===== config.mk =====
export PLATFORM = sky130hd
export DESIGN_NAME = axi_lite_cfg_loader_flat
export DESIGN_NICKNAME = d
export VERILOG_FILES = /design/src/rtl/axi_lite_cfg_loader_if.sv /design/src/rtl/axi_lite_cfg_loader.sv /design/src/flat_wrapper.sv
export SDC_FILE = /design/constraint.sdc
export NUM_CORES = 1
export LEC_CHECK = 0
export CORE_MARGIN = 2
export CORE_UTILIZATION = 43
export CTS_CLUSTER_DIAMETER = 50
export DETAILED_ROUTE_END_ITERATION = 10
export PLACE_DENSITY = 0.82
export SLEW_MARGIN = 15
export SYNTH_ARGS = -nofsm -noshare
export SYNTH_HDL_FRONTEND = slang
export SYNTH_SLANG_ARGS = --single-unit

===== constraint.sdc =====
create_clock -name M_AXI_ACLK -period 2.55 [get_ports M_AXI_ACLK]
set_input_delay 0.3825 -clock M_AXI_ACLK [delete_from_list [all_inputs] [get_ports M_AXI_ACLK]]
set_output_delay 0.3825 -clock M_AXI_ACLK [all_outputs]
set_load 0.02 [all_outputs]

===== src/rtl/axi_lite_cfg_loader_if.sv =====
// axi_lite_cfg_loader_if: AXI4-Lite write-channel bundle (AW, W, B) between the loader and a register slave
// Parameters: DW data width, AW address width.
// master drives awaddr/awvalid, wdata/wstrb/wvalid and bready; slave drives awready, wready, bresp and bvalid.
interface axi_lite_cfg_loader_if #(
    parameter int DW = 32,
    parameter int AW = 4
);
    logic [AW-1:0]   awaddr;
    logic            awvalid;
    logic            awready;
    logic [DW-1:0]   wdata;
    logic [DW/8-1:0] wstrb;
    logic            wvalid;
    logic            wready;
    logic [1:0]      bresp;
    logic            bvalid;
    logic            bready;
    modport master (
        output awaddr, awvalid, wdata, wstrb, wvalid, bready,
        input  awready, wready, bresp, bvalid
    );
    modport slave (
        input  awaddr, awvalid, wdata, wstrb, wvalid, bready,
        output awready, wready, bresp, bvalid
    );
endinterface


===== src/rtl/axi_lite_cfg_loader.sv =====
// axi_lite_cfg_loader: AXI4-Lite write master that replays an (address, data) table into a register slave
// Ports:
//   M_AXI_ACLK / M_AXI_ARESETN  clock, asynchronous active-low reset
//   START_I, N_ENTRIES_I        start request and entry count (sampled when START_I is accepted)
//   BUSY_O, DONE_O              sequence running, one-cycle end pulse
//   ERR_O, ERR_IDX_O            sticky error flag and index of the failing entry
//   TBL_RD_O, TBL_IDX_O         synchronous table read strobe and index
//   TBL_ADDR_I, TBL_DATA_I      table entry, valid the cycle after TBL_RD_O
//   m_axi                       AXI4-Lite write channels (master modport)
module axi_lite_cfg_loader #(
    parameter int C_M_AXI_DATA_WIDTH = 32,
    parameter int C_M_AXI_ADDR_WIDTH = 4,
    parameter int C_TBL_AW           = 4
) (
    input  logic                          M_AXI_ACLK,
    input  logic                          M_AXI_ARESETN,
    input  logic                          START_I,
    input  logic [C_TBL_AW:0]             N_ENTRIES_I,
    output logic                          BUSY_O,
    output logic                          DONE_O,
    output logic                          ERR_O,
    output logic [C_TBL_AW-1:0]           ERR_IDX_O,
    output logic                          TBL_RD_O,
    output logic [C_TBL_AW-1:0]           TBL_IDX_O,
    input  logic [C_M_AXI_ADDR_WIDTH-1:0] TBL_ADDR_I,
    input  logic [C_M_AXI_DATA_WIDTH-1:0] TBL_DATA_I,
    axi_lite_cfg_loader_if.master         m_axi
);
    typedef enum logic [2:0] {IDLE, RD, CAPT, XFER, RESP, FIN} state_t;

    state_t                        state_q;
    logic                          busy_q, done_q, err_q, tbl_rd_q;
    logic                          awvalid_q, wvalid_q, bready_q;
    logic [C_TBL_AW-1:0]           idx_q, err_idx_q;
    logic [C_TBL_AW:0]             n_q;
    logic [C_M_AXI_ADDR_WIDTH-1:0] awaddr_q;
    logic [C_M_AXI_DATA_WIDTH-1:0] wdata_q;
    logic                          last, aw_done, w_done, bad_resp;

    // n_q is at least 1 whenever RESP is reachable, so n_q-1 never underflows
    assign last     = {1'b0, idx_q} == n_q - (C_TBL_AW+1)'(1);
    // a channel is finished once its valid has dropped or is being accepted this cycle
    assign aw_done  = !awvalid_q || m_axi.awready;
    assign w_done   = !wvalid_q || m_axi.wready;
    assign bad_resp = m_axi.bresp != 2'b00;

    always_ff @(posedge M_AXI_ACLK or negedge M_AXI_ARESETN) begin
        if (!M_AXI_ARESETN) begin
            state_q   <= IDLE;
            busy_q    <= 1'b0;
            done_q    <= 1'b0;
            err_q     <= 1'b0;
            err_idx_q <= '0;
            tbl_rd_q  <= 1'b0;
            idx_q     <= '0;
            n_q       <= '0;
            awvalid_q <= 1'b0;
            wvalid_q  <= 1'b0;
            bready_q  <= 1'b0;
            awaddr_q  <= '0;
            wdata_q   <= '0;
        end else begin
            case (state_q)
                IDLE: if (START_I) begin
                    err_q     <= 1'b0;
                    err_idx_q <= '0;
                    idx_q     <= '0;
                    n_q       <= N_ENTRIES_I;
                    busy_q    <= N_ENTRIES_I != '0;
                    tbl_rd_q  <= N_ENTRIES_I != '0;
                    state_q   <= N_ENTRIES_I != '0 ? RD : FIN;
                end
                RD: begin
                    tbl_rd_q <= 1'b0;
                    state_q  <= CAPT;
                end
                CAPT: begin
                    awaddr_q  <= TBL_ADDR_I;
                    wdata_q   <= TBL_DATA_I;
                    awvalid_q <= 1'b1;
                    wvalid_q  <= 1'b1;
                    state_q   <= XFER;
                end
                XFER: begin
                    awvalid_q <= awvalid_q && !m_axi.awready;
                    wvalid_q  <= wvalid_q && !m_axi.wready;
                    if (aw_done && w_done) begin
                        bready_q <= 1'b1;
                        state_q  <= RESP;
                    end
                end
                RESP: if (m_axi.bvalid) begin
                    bready_q <= 1'b0;
                    if (bad_resp || last) begin
                        err_q     <= bad_resp;
                        err_idx_q <= bad_resp ? idx_q : err_idx_q;
                        busy_q    <= 1'b0;
                        done_q    <= 1'b1;
                        state_q   <= FIN;
                    end else begin
                        idx_q    <= idx_q + C_TBL_AW'(1);
                        tbl_rd_q <= 1'b1;
                        state_q  <= RD;
                    end
                end
                // a sequence arrives here with done_q already set; the empty-sequence path
                // arrives with it clear and spends one extra cycle raising the pulse
                FIN: begin
                    done_q  <= !done_q;
                    state_q <= done_q ? IDLE : FIN;
                end
                default: state_q <= IDLE;
            endcase
        end
    end

    assign BUSY_O        = busy_q;
    assign DONE_O        = done_q;
    assign ERR_O         = err_q;
    assign ERR_IDX_O     = err_idx_q;
    assign TBL_RD_O      = tbl_rd_q;
    assign TBL_IDX_O     = idx_q;
    assign m_axi.awaddr  = awaddr_q;
    assign m_axi.awvalid = awvalid_q;
    assign m_axi.wdata   = wdata_q;
    assign m_axi.wstrb   = '1;
    assign m_axi.wvalid  = wvalid_q;
    assign m_axi.bready  = bready_q;
endmodule


===== src/flat_wrapper.sv =====
// flat-port wrapper written by rule: the top's interface ports become plain ports
module axi_lite_cfg_loader_flat 
#(
    parameter int C_M_AXI_DATA_WIDTH = 32,
    parameter int C_M_AXI_ADDR_WIDTH = 4,
    parameter int C_TBL_AW           = 4
)
  (M_AXI_ACLK, M_AXI_ARESETN, START_I, N_ENTRIES_I, BUSY_O, DONE_O, ERR_O, ERR_IDX_O, TBL_RD_O, TBL_IDX_O, TBL_ADDR_I, TBL_DATA_I, m_axi_awaddr, m_axi_awvalid, m_axi_wdata, m_axi_wstrb, m_axi_wvalid, m_axi_bready, m_axi_awready, m_axi_wready, m_axi_bresp, m_axi_bvalid);
  axi_lite_cfg_loader_if #(.DW((32)), .AW((4))) m_axi_i ();
  input  logic M_AXI_ACLK;
  input  logic M_AXI_ARESETN;
  input  logic START_I;
  input  logic [C_TBL_AW:0] N_ENTRIES_I;
  output logic BUSY_O;
  output logic DONE_O;
  output logic ERR_O;
  output logic [C_TBL_AW-1:0] ERR_IDX_O;
  output logic TBL_RD_O;
  output logic [C_TBL_AW-1:0] TBL_IDX_O;
  input  logic [C_M_AXI_ADDR_WIDTH-1:0] TBL_ADDR_I;
  input  logic [C_M_AXI_DATA_WIDTH-1:0] TBL_DATA_I;
  output wire logic [$bits(m_axi_i.awaddr)-1:0] m_axi_awaddr;
  output wire logic [$bits(m_axi_i.awvalid)-1:0] m_axi_awvalid;
  output wire logic [$bits(m_axi_i.wdata)-1:0] m_axi_wdata;
  output wire logic [$bits(m_axi_i.wstrb)-1:0] m_axi_wstrb;
  output wire logic [$bits(m_axi_i.wvalid)-1:0] m_axi_wvalid;
  output wire logic [$bits(m_axi_i.bready)-1:0] m_axi_bready;
  input wire logic [$bits(m_axi_i.awready)-1:0] m_axi_awready;
  input wire logic [$bits(m_axi_i.wready)-1:0] m_axi_wready;
  input wire logic [$bits(m_axi_i.bresp)-1:0] m_axi_bresp;
  input wire logic [$bits(m_axi_i.bvalid)-1:0] m_axi_bvalid;
  assign m_axi_awaddr = m_axi_i.awaddr;
  assign m_axi_awvalid = m_axi_i.awvalid;
  assign m_axi_wdata = m_axi_i.wdata;
  assign m_axi_wstrb = m_axi_i.wstrb;
  assign m_axi_wvalid = m_axi_i.wvalid;
  assign m_axi_bready = m_axi_i.bready;
  assign m_axi_i.awready = m_axi_awready;
  assign m_axi_i.wready = m_axi_wready;
  assign m_axi_i.bresp = m_axi_bresp;
  assign m_axi_i.bvalid = m_axi_bvalid;
  axi_lite_cfg_loader #(.C_M_AXI_DATA_WIDTH(C_M_AXI_DATA_WIDTH), .C_M_AXI_ADDR_WIDTH(C_M_AXI_ADDR_WIDTH), .C_TBL_AW(C_TBL_AW)) u_core (.M_AXI_ACLK(M_AXI_ACLK), .M_AXI_ARESETN(M_AXI_ARESETN), .START_I(START_I), .N_ENTRIES_I(N_ENTRIES_I), .BUSY_O(BUSY_O), .DONE_O(DONE_O), .ERR_O(ERR_O), .ERR_IDX_O(ERR_IDX_O), .TBL_RD_O(TBL_RD_O), .TBL_IDX_O(TBL_IDX_O), .TBL_ADDR_I(TBL_ADDR_I), .TBL_DATA_I(TBL_DATA_I), .m_axi(m_axi_i));
endmodule

After elaboration in Yosys (flattened, before gate mapping)
Index checks and enable logic that the tools add are counted.
{ "totals": {"rom_bits": 0, "word_cells": 88, "n_memories": 0, "ram_bits": 0, "in_bits": 49, "regBits": 59, "latchBits": 0} }
{ "classes": {"shift": 0, "add_sub_neg": 2, "reduce_logical": 27, "eq_ne": 12, "multipliers": 0, "order_cmp": 0, "bitwise": 0, "div": 0, "mux": 34} }
{ "op_table": {"columns": ["cell", "count"], "rows": [
  ["4-bit two-way mux", 6],
  ["3-bit two-way mux", 6],
  ["3-bit one-hot mux with 6 select lines", 1],
  ["4-bit one-hot mux with 2 select lines", 2],
  ["1-bit two-way mux", 12],
  ["1-bit one-hot mux with 2 select lines", 6],
  ["4-bit AND reduction", 3],
  ["2-bit nonzero test", 5],
  ["3-bit AND reduction", 3],
  ["3-bit by 2-bit == test with 1-bit output, second input constant", 2],
  ["3-bit == test, second input constant", 2],
  ["2-bit by 1-bit != test with 1-bit output, second input constant", 3],
  ["2-bit != test, second input constant", 3],
  ["4-bit by 5-bit == test with 1-bit output", 1],
  ["1-bit zero test", 5],
  ["5-bit AND reduction", 1],
  ["5-bit nonzero test", 1],
  ["5-bit by 1-bit subtractor with 5-bit output, second input constant", 1],
  ["4-bit by 1-bit adder with 4-bit output, second input constant", 1],
  ["3-bit by 1-bit == test with 1-bit output, second input constant", 1],
  ["1-bit logical AND", 3],
  ["3-bit zero test", 1],
  ["1-bit logical OR", 3],
  ["1-bit one-hot mux with 3 select lines", 1],
  ["2 further kinds", 2]
]} }

Longest topological paths before layout
{ "logic_depth": {"word_depth": 6, "mapped_depth": 7} }

Worst setup path after synthesis
Ideal clock, no wire load.
{ "synth_path": {"path_kind": "register to register", "start": "register u_core.idx_q[2], in the netlist u_core.TBL_IDX_O[2]", "end": "register u_core.tbl_rd_q, in the netlist u_core.TBL_RD_O", "arrival_ns": 1.866, "stages_incl_launch_ff": 6, "t_required_ns": 2.426, "path_buffers": 0, "slack_ns": 0.560, "path_cell_list": "dfrtp_1 > xnor3_1 > a32oi_2 > o41ai_4 > nor2_2 > o31a_1"} }
{ "synth_between": {"elab_chain_len": 4} }
{ "synth_lines": {"columns": ["item", "line", "text"], "rows": [
  ["start, declared", "axi_lite_cfg_loader.sv:34", "logic [C_TBL_AW-1:0] idx_q, err_idx_q;"],
  ["start signal, assigned", "axi_lite_cfg_loader.sv:101", "idx_q <= idx_q + C_TBL_AW'(1);"],
  ["4-bit by 5-bit == test with 1-bit output", "axi_lite_cfg_loader.sv:41", "assign last = {1'b0, idx_q} == n_q - (C_TBL_AW+1)'(1);"],
  ["1-bit logical OR", "axi_lite_cfg_loader.sv:94", "if (bad_resp || last) begin"],
  ["2-bit != test (no line)", null, null],
  ["4-bit AND reduction (no line)", null, null],
  ["end signal, assigned", "axi_lite_cfg_loader.sv:54", "tbl_rd_q <= 1'b0;"],
  ["end signal, assigned", "axi_lite_cfg_loader.sv:70", "tbl_rd_q <= N_ENTRIES_I != '0;"],
  ["end signal, assigned", "axi_lite_cfg_loader.sv:102", "tbl_rd_q <= 1'b1;"],
  ["end, declared", "axi_lite_cfg_loader.sv:32", "logic busy_q, done_q, err_q, tbl_rd_q;"]
]} }
No other way between the ends.
A chain may end at the register's enable or synchronous reset.

Worst setup path after layout
{ "layout_path": {"start": "register u_core.n_q[0]", "end": "register u_core.tbl_rd_q, in the netlist u_core.TBL_RD_O"} }
{ "layout_between": {"elab_chain_len": 5} }
{ "layout_lines": {"columns": ["item", "line", "text"], "rows": [
  ["start, declared", "axi_lite_cfg_loader.sv:35", "logic [C_TBL_AW:0] n_q;"],
  ["start signal, assigned", "axi_lite_cfg_loader.sv:56", "n_q <= '0;"],
  ["start signal, assigned", "axi_lite_cfg_loader.sv:68", "n_q <= N_ENTRIES_I;"],
  ["5-bit by 1-bit subtractor with 5-bit output", "axi_lite_cfg_loader.sv:41", null],
  ["4-bit by 5-bit == test with 1-bit output", "axi_lite_cfg_loader.sv:41", null],
  ["1-bit logical OR", "axi_lite_cfg_loader.sv:94", null],
  ["2-bit != test (no line)", null, null],
  ["4-bit AND reduction (no line)", null, null]
]} }
No other way between the ends.

==> impl_results.md <==
- Outcome: finished, final reports clean
- Min-delay worst type: in -> async
- Hold Slack: 0.127 ns
- Final critical-path share of the clock period: 85.1%
- I/O Pins: 104
- Max-Cap Viols: 0
- Vias/cell: 5.13
- Initial core utilization: 44.5%
- # rows: 28
- Sw frac: 36.4%
- Drt total wl: 6010 um
- Post-route setup TNS: 0 ns
- Clk slew on worst S/H paths: 0.06 ns
- Clk pwr share: 16.2%
- H-tree depth: 3
- Clock Latency Late Sink: about 0.32 ns
- Register area: 0.00148 mm^2
- Distinct cell type count after synthesis: 42
- Routed WL per cell: 15.0 um
- Global placer's final weighted congestion: 0.802
- Worst path arrival time: between 2 and 2.5 ns
- CP required: 2.75 ns
- DIE AREA: 0.00676 mm^2
- Largest net degree at the start of global routing: 33
- DR vias: 2,064
- Utilization after layout: 65.5%
- Synth Instances: 219
- Cell Area, Synth: 0.00263 mm^2
- Total congestion overflow: 0
- Total Power: 0.00489 W
- Final HPWL DP: 4400 um
- Top sig layer: met4
- Number of diodes: 0
- Fmax: 461 MHz
- R2R cell count: 7
- Max Slew Vio Count: 0
- Period minus WS final: 2.17 ns
- Synth Register Bits: 59
- Antenna viol nets, final: 0
- Final setup vio count: 0
- Met1 wire length: 2430 um
- Drc violations: 0
- Vias in the first global route: 2,083
- Clock sink total: 59
- First-pass GRT wire length: ~9500 um
- Sequential fraction of the synthesis area: between 50% and 60%
- CP endpoint kind: register
- Mean post-synth cell area: 12.0 um^2
- Gr usage total: 18.8%
- Actual slew at the worst max-slew pin: approximately 0.75 ns
- Root Driver: clkbuf_8
- Share of cells above drive strength 1: 19.0%
- Internal: 0.00311 W
- DRT Pass-1 Iters: 4
- Design Area, Final: just under 0.004 mm^2
- Post-cts resize count: 0
- Die Wd: about 82 um
- Final count of hold timing violations: 0
- Synthesis Warnings: 0
- FILL cells: 453
- Total power per unit cell area: around 1300 mW/mm^2
- Setup bufs post-CTS: 0
- Worst Setup Path Type: reg -> reg
- Clk buf depth: 2
- Lkg Pwr: 1.63 nW
- Met2 WL: 3110 um
- Final net count: around 380
- Multi-input gate area: 0.00106 mm^2
- TritonCTS clock tree: built
- Port Buffers: 99
- Seq pwr share: about a third
- Die Ht: 82.2 um
- Peak supply drop: 0.557 mV
- Comb power frac: 49.8%
- Rel. slew slack: 50.0%
- Placed instance area: 0.00369 mm^2
- Critical path fanouts, max: 8
- RSZ-0062 raised after global routing: false
- Core area: 0.00592 mm^2
- Area Growth Syn to Fin: 47.2%
- CTS Hold Bufs: 0
- Metal3 WL: 381 um
- Worst Clk Skew: 0.00467 ns
- Initial antenna violation count: 0
- Total CTS buffers: 9
- 1st-iter DRT viols: 136
- Worst setup SP type: register
- Switching pwr: roughly 0.0018 W
-- Yosys cell counts --
library cell,n,area share (%)
a211oi_1,1,0.29
a21boi_0,1,0.29
a21o_1,2,0.57
a21oi_1,4,0.76
a22oi_1,2,0.57
a32oi_2,1,0.62
and2b_2,1,0.33
and3_1,1,0.24
buf_1,2,0.29
buf_2,4,0.76
buf_4,4,1.1
clkbuf_8,1,0.52
conb_1,1,0.14
dfrtp_1,59,56
ha_1,2,0.95
inv_1,12,1.7
mux2_2,37,16
mux2i_1,3,1.1
nand2_1,24,3.4
nand2b_1,1,0.24
nand3_1,7,1.3
nor2_1,9,1.3
nor2_2,1,0.24
nor2b_1,5,1.2
nor3_1,4,0.76
nor3b_1,1,0.29
o211ai_1,1,0.29
o211ai_2,1,0.48
o21ai_0,12,2.3
o22a_2,1,0.38
o311ai_0,1,0.33
o31a_1,1,0.33
o31ai_1,1,0.29
o32ai_1,1,0.33
o41ai_1,1,0.33
o41ai_4,1,1.0
or2_2,1,0.24
or3_1,1,0.24
or4_1,1,0.29
xnor2_1,2,0.67
xnor3_1,1,0.86
xor2_1,2,0.67
-- power groups by stage --
| stage | Combinational (W) | Clock [W] | Sequential, W |
|---|---|---|---|
| floorplan | 0.00104 | 0 | 0.00203 |
| global placement | 0.00240 | 0 | 0.00165 |
| detailed placement | 0.00245 | 0 | 0.00167 |
| CTS | 0.00246 | 0.000820 | 0.00166 |
| global route | 0.00260 | 0.000867 | 0.00172 |
| finish | 0.00243 | 0.000792 | 0.00166 |
-- sequential cells by signal, indices dropped and copies added (netlist names) --
register and flops:
u_core.m_axi.awvalid 1, u_core.m_axi.wvalid 1, u_core.TBL_RD_O 1, u_core.DONE_O 1, u_core.m_axi.bready 1, u_core.BUSY_O 1, u_core.ERR_IDX_O 4, u_core.n_q 5
u_core.m_axi.awaddr 4, u_core.TBL_IDX_O 4, u_core.m_axi.wdata 32, u_core.state_q 3, u_core.ERR_O 1
-- cell families after synthesis --
logic type / Yosys count / synth area share, %
AOI/OAI and AO/OA: 32 / 9.17
DFF: 59 / 56.1
adders and majority gates: 2 / 0.950
xor gates and xnor gates: 5 / 2.19
and+or+nand+nor: 57 / 10.1
buffers and inverters: 23 / 4.42
muxes: 40 / 17.0
other: 1 / 0.142
-- final cells by class --
cell class	instances	share of cell area (%)
Multi-Input combinational cell	140	27.3
Sequential cell	59	38.1
Timing Repair Buffer	102	26.3
Clock buffer	11	3.65
Inverter	12	1.16
Tap cell	75	2.42
Clock inverter	3	1.03
-- layout by cell type (no fill, tap or decap), types with 2 or more instances in the layout --
cell,Yosys,final
clkdlybuf4s50_1,0,98
dfrtp_1,59,59
mux2_2,37,37
nand2_1,24,24
inv_1,12,12
o21ai_0,12,12
clkbuf_8,1,10
nor2_1,9,9
nand3_1,7,7
nor2b_1,5,4
nor3_1,4,4
a21oi_1,4,4
conb_1,1,4
mux2i_1,3,3
xor2_1,2,2
xnor2_1,2,2
a22oi_1,2,2
a21o_1,2,2
ha_1,2,2
clkinv_2,0,2
buf_4,4,2
-- final timing paths --
kind | from | to | slack, ns
hold / removal | M_AXI_ARESETN | u_core.m_axi.wdata[16] | 0.13
min in group M_AXI_ACLK | u_core.m_axi.wdata[5] | u_core.m_axi.wdata[5] | 0.51
max in group asynchronous | M_AXI_ARESETN | u_core.m_axi.wdata[19] | 1.83
setup / recovery | u_core.n_q[0] | u_core.TBL_RD_O | 0.38
hold reg to reg | u_core.m_axi.wdata[5] | u_core.m_axi.wdata[5] | 0.51
setup reg to reg | u_core.n_q[0] | u_core.TBL_RD_O | 0.38
-- metrics by stage --
stage	std cells	worst slack (ns)
floorplan	222	0.560
global placement	388	0.534
detailed placement	388	0.412
CTS	402	0.399
global route	402	0.272
finish	402	0.381
-- layer usage --
layer  vias to the layer above  global-route usage (%)
li1                        961                       -
met1                      1012                    21.1
met2                        82                    33.3
met3                         9                    6.30
met4                         0                    6.50
met5                         -                       0
-- worst max-delay path: stages (launching register included) --
cell and delay (ns):
dfrtp_1 0.40, inv_1 0.07, ha_1 0.24, xnor3_1 0.24
a32oi_2 0.07, o41ai_4 0.58, nor2_2 0.14, o31a_1 0.31
(Power assumes the default switching activity.)
